`src/rtl/ips2l_uart_status_pkg.sv`:
```
// ips2l_uart_status_pkg: shared state encoding, address field layout and default error word
package ips2l_uart_status_pkg;
   typedef enum logic [1:0] {IDLE, WAIT, RESP, HOLD} state_e;
   localparam int IDX_MSB = 7;
   localparam int IDX_LSB = 4;
   localparam int OFS_MSB = 3;
   localparam int OFS_LSB = 0;
   localparam logic [31:0] ERR_DATA_DEF = 32'hDEAD_BEEF;
endpackage

```
`src/rtl/ips2l_status_rd_timer.sv`:
```
// ips2l_status_rd_timer: 16-bit clear/enable up-counter; tc_o flags the cycle whose count equals term_i
module ips2l_status_rd_timer (
   input  logic        clk,
   input  logic        rst,
   input  logic        clr_i,
   input  logic        en_i,
   input  logic [15:0] term_i,
   output logic        tc_o
);
   logic [15:0] cnt_q;
   always_ff @(posedge clk) begin
      if (rst || clr_i) cnt_q <= '0;
      else if (en_i) cnt_q <= cnt_q + 16'd1;
   end
   // cnt_q holds completed cycles, so the current cycle's count is cnt_q + 1
   assign tc_o = en_i && (cnt_q + 16'd1 == term_i);
endmodule

```
`src/rtl/ips2l_uart_status_rd_ctrl.sv`:
```
// ips2l_uart_status_rd_ctrl: decodes UART status reads into per-source req/ack transactions.
// Define IPS2L_UART_STATUS_TIMEOUT_EN to abandon reads after TIMEOUT_CYC WAIT cycles.
module ips2l_uart_status_rd_ctrl
   import ips2l_uart_status_pkg::*;
#(
   parameter int          NUM_SRC     = 4,
   parameter logic [15:0] TIMEOUT_CYC = 16'd1023,
   parameter logic [31:0] ERR_DATA    = ERR_DATA_DEF
) (
   input  logic                  clk,
   input  logic                  rst,
   input  logic                  read_req,
   input  logic [7:0]            uart_rd_addr,
   output logic                  read_ack,
   output logic [31:0]           status_bus,
   output logic [NUM_SRC-1:0]    src_req,
   output logic [3:0]            src_addr,
   input  logic [NUM_SRC-1:0]    src_ack,
   input  logic [NUM_SRC*32-1:0] src_data,
   output logic [7:0]            err_cnt
);
   state_e               state_q, state_d;
   logic [NUM_SRC-1:0]   src_req_q, src_req_d;
   logic [3:0]           src_addr_q, src_addr_d;
   logic                 read_ack_q, read_ack_d;
   logic [31:0]          status_q, status_d;
   logic [7:0]           err_q, err_d;
   logic [31:0]          sel_data;
   logic                 ack_hit, tmo, err_evt;

`ifdef IPS2L_UART_STATUS_TIMEOUT_EN
   ips2l_status_rd_timer u_timer (
      .clk    (clk),
      .rst    (rst),
      .clr_i  (state_q != WAIT),
      .en_i   (state_q == WAIT),
      .term_i (TIMEOUT_CYC),
      .tc_o   (tmo)
   );
`else
   assign tmo = 1'b0 & (TIMEOUT_CYC != 16'd0);
`endif

   // src_req_q is one-hot on the selected source during WAIT, masking foreign acks
   assign ack_hit = |(src_ack & src_req_q);

   always_comb begin
      sel_data = '0;
      for (int i = 0; i < NUM_SRC; i++)
         if (src_req_q[i]) sel_data = src_data[32*i +: 32];
   end

   always_comb begin
      state_d    = state_q;
      src_req_d  = src_req_q;
      src_addr_d = src_addr_q;
      read_ack_d = 1'b0;
      status_d   = status_q;
      err_evt    = 1'b0;
      case (state_q)
         IDLE: if (read_req) begin
            src_addr_d = uart_rd_addr[OFS_MSB:OFS_LSB];
            if (int'(uart_rd_addr[IDX_MSB:IDX_LSB]) < NUM_SRC) begin
               state_d   = WAIT;
               src_req_d = NUM_SRC'(1) << uart_rd_addr[IDX_MSB:IDX_LSB];
            end else begin
               state_d    = RESP;
               read_ack_d = 1'b1;
               status_d   = ERR_DATA;
               err_evt    = 1'b1;
            end
         end
         WAIT: if (ack_hit || tmo) begin
            state_d    = RESP;
            read_ack_d = 1'b1;
            src_req_d  = '0;
            status_d   = ack_hit ? sel_data : ERR_DATA;
            err_evt    = !ack_hit;
         end
         RESP: state_d = HOLD;
         default: state_d = read_req ? HOLD : IDLE;
      endcase
      err_d = (err_evt && err_q != 8'hFF) ? err_q + 8'd1 : err_q;
   end

   always_ff @(posedge clk) begin
      if (rst) begin
         state_q    <= IDLE;
         src_req_q  <= '0;
         src_addr_q <= '0;
         read_ack_q <= 1'b0;
         status_q   <= '0;
         err_q      <= '0;
      end else begin
         state_q    <= state_d;
         src_req_q  <= src_req_d;
         src_addr_q <= src_addr_d;
         read_ack_q <= read_ack_d;
         status_q   <= status_d;
         err_q      <= err_d;
      end
   end

   assign read_ack   = read_ack_q;
   assign status_bus = status_q;
   assign src_req    = src_req_q;
   assign src_addr   = src_addr_q;
   assign err_cnt    = err_q;
endmodule

```
`config.mk`:
```
export PLATFORM = sky130hd
export DESIGN_NAME = ips2l_uart_status_rd_ctrl
export DESIGN_NICKNAME = d
export VERILOG_FILES = /design/src/rtl/ips2l_uart_status_pkg.sv /design/src/rtl/ips2l_status_rd_timer.sv /design/src/rtl/ips2l_uart_status_rd_ctrl.sv
export SDC_FILE = /design/constraint.sdc
export NUM_CORES = 1
export LEC_CHECK = 0
export BUFFER_PORTS_ARGS = -buffer_cell sky130_fd_sc_hd__buf_2
export CAP_MARGIN = 20
export CORE_MARGIN = 8
export CORE_UTILIZATION = 32
export CTS_BUF_LIST = sky130_fd_sc_hd__clkbuf_8
export DETAILED_ROUTE_END_ITERATION = 6
export PLACE_DENSITY = 0.63
export SLEW_MARGIN = 0
export SYNTH_ARGS = -nofsm -noshare
export SYNTH_HDL_FRONTEND = slang
export SYNTH_SLANG_ARGS = --single-unit
```
`constraint.sdc`:
```
create_clock -name clk -period 2.1 [get_ports clk]
set_input_delay 0.21 -clock clk [delete_from_list [all_inputs] [get_ports clk]]
set_output_delay 0.21 -clock clk [all_outputs]
set_load 0.01 [all_outputs]
```
# Yosys cells after proc, flatten, opt, wreduce, memory -nomap -nowiden
# Index checks and enable logic that the tools add are counted.
# word_totals
out_inout_bits	49
reg_bits	51
memories	0
mem_bits_rw	0
rom_bits	0
latch_bits	0
# classes
n_eq_ne	7
bitwise	1
order_cmp	1
n_div	0
addsub	1
shifts	1
muxes	23
mul	0
n_reduce_logical	9
# op_table
cell	n
2-to-1 mux 32 bit	7
case mux 32 bit (2 select lines)	1
2-to-1 mux 4 bit	3
adder 8 x 1 -> 8 bit, second input constant	1
2-to-1 mux 2 bit	4
inequality test 2 bit, second input constant	4
inequality test 8 bit, second input constant	1
case mux 4 bit (2 select lines)	1
AND reduction 4 bit	2
case mux 2 bit (3 select lines)	1
AND 4 bit	1
less-than comparator 4 x 3 -> 1 bit, second input constant	1
2-to-1 mux 1 bit	4
case mux 1 bit (2 select lines)	2
AND reduction 2 bit	2
OR reduction 4 bit	1
<< shifter 1 x 4 -> 4 bit, first input constant	1
equality test 2 x 1 -> 1 bit, second input constant	1
equality test 2 bit, second input constant	1
zero test 2 bit	1
nonzero test 2 bit	1
logical AND 1 bit	1
zero test 1 bit	1

# Longest topological paths before layout
# logic_depth
word_depth	6
depth_mapped	7
ltp_nobuf	6

# Least setup slack after synthesis
# OpenSTA, ideal clock, no wires.
# synth_timing
path_kind	reg2reg
startpoint	reg state_q[0]
endpoint	reg status_q[14], in the netlist status_bus[14]
arrival_ns	1.471
path_slack_ns	0.509
path_stages_with_launch	6
period_less_slack_ns	1.591
n_path_buf	1
t_required_ns	1.979
cell_sequence	dfxtp_1 -> inv_1 -> ha_1 -> o211ai_2 -> buf_6 -> mux2_2
# synth_between
elab_chain_len	3
word_cells_on_any_way	8
classes_between	eq/ne: 4; mux: 1; reduce/logical: 3
# synth_lines
item	line_no	text
start: declaration	ips2l_uart_status_rd_ctrl.sv:22	state_e state_q, state_d;
start signal: assignment	ips2l_uart_status_rd_ctrl.sv:95	state_q <= state_d;
equality test 2 x 1 -> 1 bit / zero test 2 bit (equally long branches)	ips2l_uart_status_rd_ctrl.sv:60	case (state_q)
inequality test 2 bit (no source line) / nonzero test 2 bit (equally long branches)	--	
AND reduction 4 bit (no source line)	--	
end signal: assignment	ips2l_uart_status_rd_ctrl.sv:99	status_q <= status_d;
end: declaration	ips2l_uart_status_rd_ctrl.sv:26	logic [31:0] status_q, status_d;
# Several ways; a longest one is shown, not always the timed one.
# A chain may end at the register's enable or synchronous reset.

# Final worst setup path
# layout_timing
startpoint	reg state_q[1]
endpoint	reg status_q[19], in the netlist status_bus[19]
# Same word-level chain as after synthesis.

==> results.cfg <==
[status]
outcome = completed

[timing]
hold_viol = 0
relSlewSlack = 0.567
clock_skew_ns = 0.00488
min_period_over_period = 0.934
setup_ws_ns = 0.139
fin_crit_ns = 1.96
fin_tns_setup_ns = 0
rsz0062_at_grt = no
tightest_slew_ns = 0.649
clock.fmax_mhz = 510
finalSetupViolations = 0
slew_viol_final = 0

[power_and_ir_drop]
irDropWorstVdd_mv = 0.290
fin_total_pwr_uw = 3730
power_density_nw_per_um2 = 872
leakagePower_uw = 0.00197

[drt]
antenna_left = 0
vias = 3455
routed_wl_um = 10900
drtIter0Drc = 216
drt_pass1_iterations = 4
wire_per_inst_um = 16.3
remaining_drc_errors = 0
via_per_inst = 5.14

[logic_synthesis]
synth-warning-count = 0
ys.flop_type = dfxtp_1
yosysTopAreaCell = dfxtp_1
ys_types = 43
syn_area_um2 = 3160
synth_cells = 362
synthArstFlopShare = 0
avgSynthCellArea_um2 = 8.72
syn-num-nets = 509
ys_seq_area_frac = 0.323
synth-seq-cells = 51
synth.area.top_cells = dfxtp_1 32%, a221oi_1 9.4%, a221o_1 7.6%, inv_1 6.3%, a22oi_1 5.7%
netlist.area_leader.share = 0.323
synth_edf_count = 0

[critical_path]
worstSetupPathType = reg -> reg
r2r_cells = 6
crit_path_end_kind = register
start_kind = register
arrival_ns = 2.12
required_ns = 2.26
critPathMaxFanout = 14

[die]
start_util = 0.326
die-area_um2 = 13300
die_h_um = 115
rows = 36
core_um2 = 9680
boundaryPins = 192
die_w_um = 115

[min_path]
min_path_type = in -> reg
whs_path_depth = 3

[placement]
place_congestion = 0.846
dp_hpwl_um = 8630
dp_slack_ns = -0.0571
port_buffers = 191

[clocking]
clk_pin_slew_worst_paths_ns = 0.10
clockBufferDepth = 2
clockRootBuffer = clkbuf_8
postCtsSetupRepairBufs = 0
cts_tree = done
cts_hold_buf = 0
cts_resized = 1
cts_max_level = 2
worstSkewPairLatency_ns = 0.30
clock_sinks = 51
cts_buffers = 5

[global_routing]
grt_max_degree = 54
grt_overflow = 0
track_usage = 0.160
grt_pass1_wl_um = 17200
first_global_vias = 3518
antenna_found_initial = 2

[final_layout]
fillers = 986
multi_input_area_um2 = 1760
seqCellArea_um2 = 1020
layout.nets = 683
layout-drive-gt1-share = 0.438
areaGrowthSynthToFinish_pct = 35.3

[run]
drv_cap = 0
## report_power, final
group	internal (uW)	switching, uW	leakage (uW)
Sequential	1250	157	0.000420
Clock	229	329	0.0000477
Combinational	791	967	0.00150
Total	2270	1450	0.00197
## registers in the layout (all words and copies together), names as in the netlist
name / flops
src_req: 4
state_q: 2
read_ack: 1
status_bus: 32
err_cnt: 8
src_addr: 4
## worst max-delay path, cell delays in order, from the launching register on
cell and delay [ns]:
dfxtp_1 0.40, inv_1 0.10, ha_1 0.20, buf_4 0.16
o211ai_2 0.53, buf_4 0.31, a221oi_1 0.11
## kinds of logic after synthesis
family	Yosys count	synth area share
AOI/OAI and AO/OA	139	0.372
DFF	51	0.323
muxes	13	0.0444
adders and majority gates	4	0.0158
buffers and inverters	88	0.123
xor gates and xnor gates	6	0.0166
and+or+nand+nor	61	0.104
## metal layers
layer | wire, um | vias to the layer above | track usage
li1 | - | 1709 | -
met1 | 4510 | 1599 | 0.180
met2 | 5360 | 137 | 0.283
met3 | 916 | 10 | 0.0425
met4 | 153 | 0 | 0.0578
met5 | 0 | - | 0
## layout by cell type (no fill, tap or decap), drive strengths merged, types with 8 or more instances in the layout
cell type,n
o22ai,8
buf,202
nor3,8
a22oi,26
nor2,10
nand3,8
mux2,8
a221o,24
nand2,10
nor2b,9
a221oi,34
a21oi,31
inv,53
dfxtp,51
## Yosys cell counts (3+ instances only)
cell type / n
inv_1: 53
clkbuf_1: 16
o22ai_1: 8
nor2_1: 10
nor3_1: 8
ha_1: 4
nand3b_1: 3
a221oi_1: 34
a21oi_1: 30
buf_2: 10
nand2_1: 10
mux2i_1: 5
xnor2_1: 6
a2111oi_4: 3
a22oi_1: 24
a221o_1: 24
nand2b_1: 6
buf_6: 4
dfxtp_1: 51
buf_4: 4
nand3_1: 8
mux2_2: 8
nor2b_1: 9
## area by class of cell
| cell class | instances | area share |
|---|---|---|
| clock buffer | 5 | 0.0161 |
| tap | 133 | 0.0389 |
| inverter | 53 | 0.0465 |
| multi-input combinational | 223 | 0.411 |
| sequential | 51 | 0.239 |
| antenna | 2 | 0.00117 |
| timing repair buffer | 202 | 0.243 |
| clock inverter | 3 | 0.00351 |
## per-stage QoR
stage / hold WS (ns) / std cells / utilization / cell area (um2)
3_5_place_dp: 0.452 / 662 / 0.431 / 4180
5_1_grt: 0.152 / 672 / 0.441 / 4270
6_report: 0.161 / 672 / 0.441 / 4270
3_3_place_gp: 0.442 / 662 / 0.431 / 4180
4_1_cts: 0.148 / 670 / 0.441 / 4270
2_1_floorplan: 0.358 / 362 / - / 3160
## path summary, 6_finish.rpt
check                                startpoint             end  slack (ns)
worst max-delay path                 state_q[1]  status_bus[19]        0.14
worst min-delay path            uart_rd_addr[3]     src_addr[3]        0.16
worst max register to register       state_q[1]  status_bus[19]        0.14
worst min register to register      src_addr[0]     src_addr[0]        0.46
No activity file was read; power rests on OpenSTA's default activity.
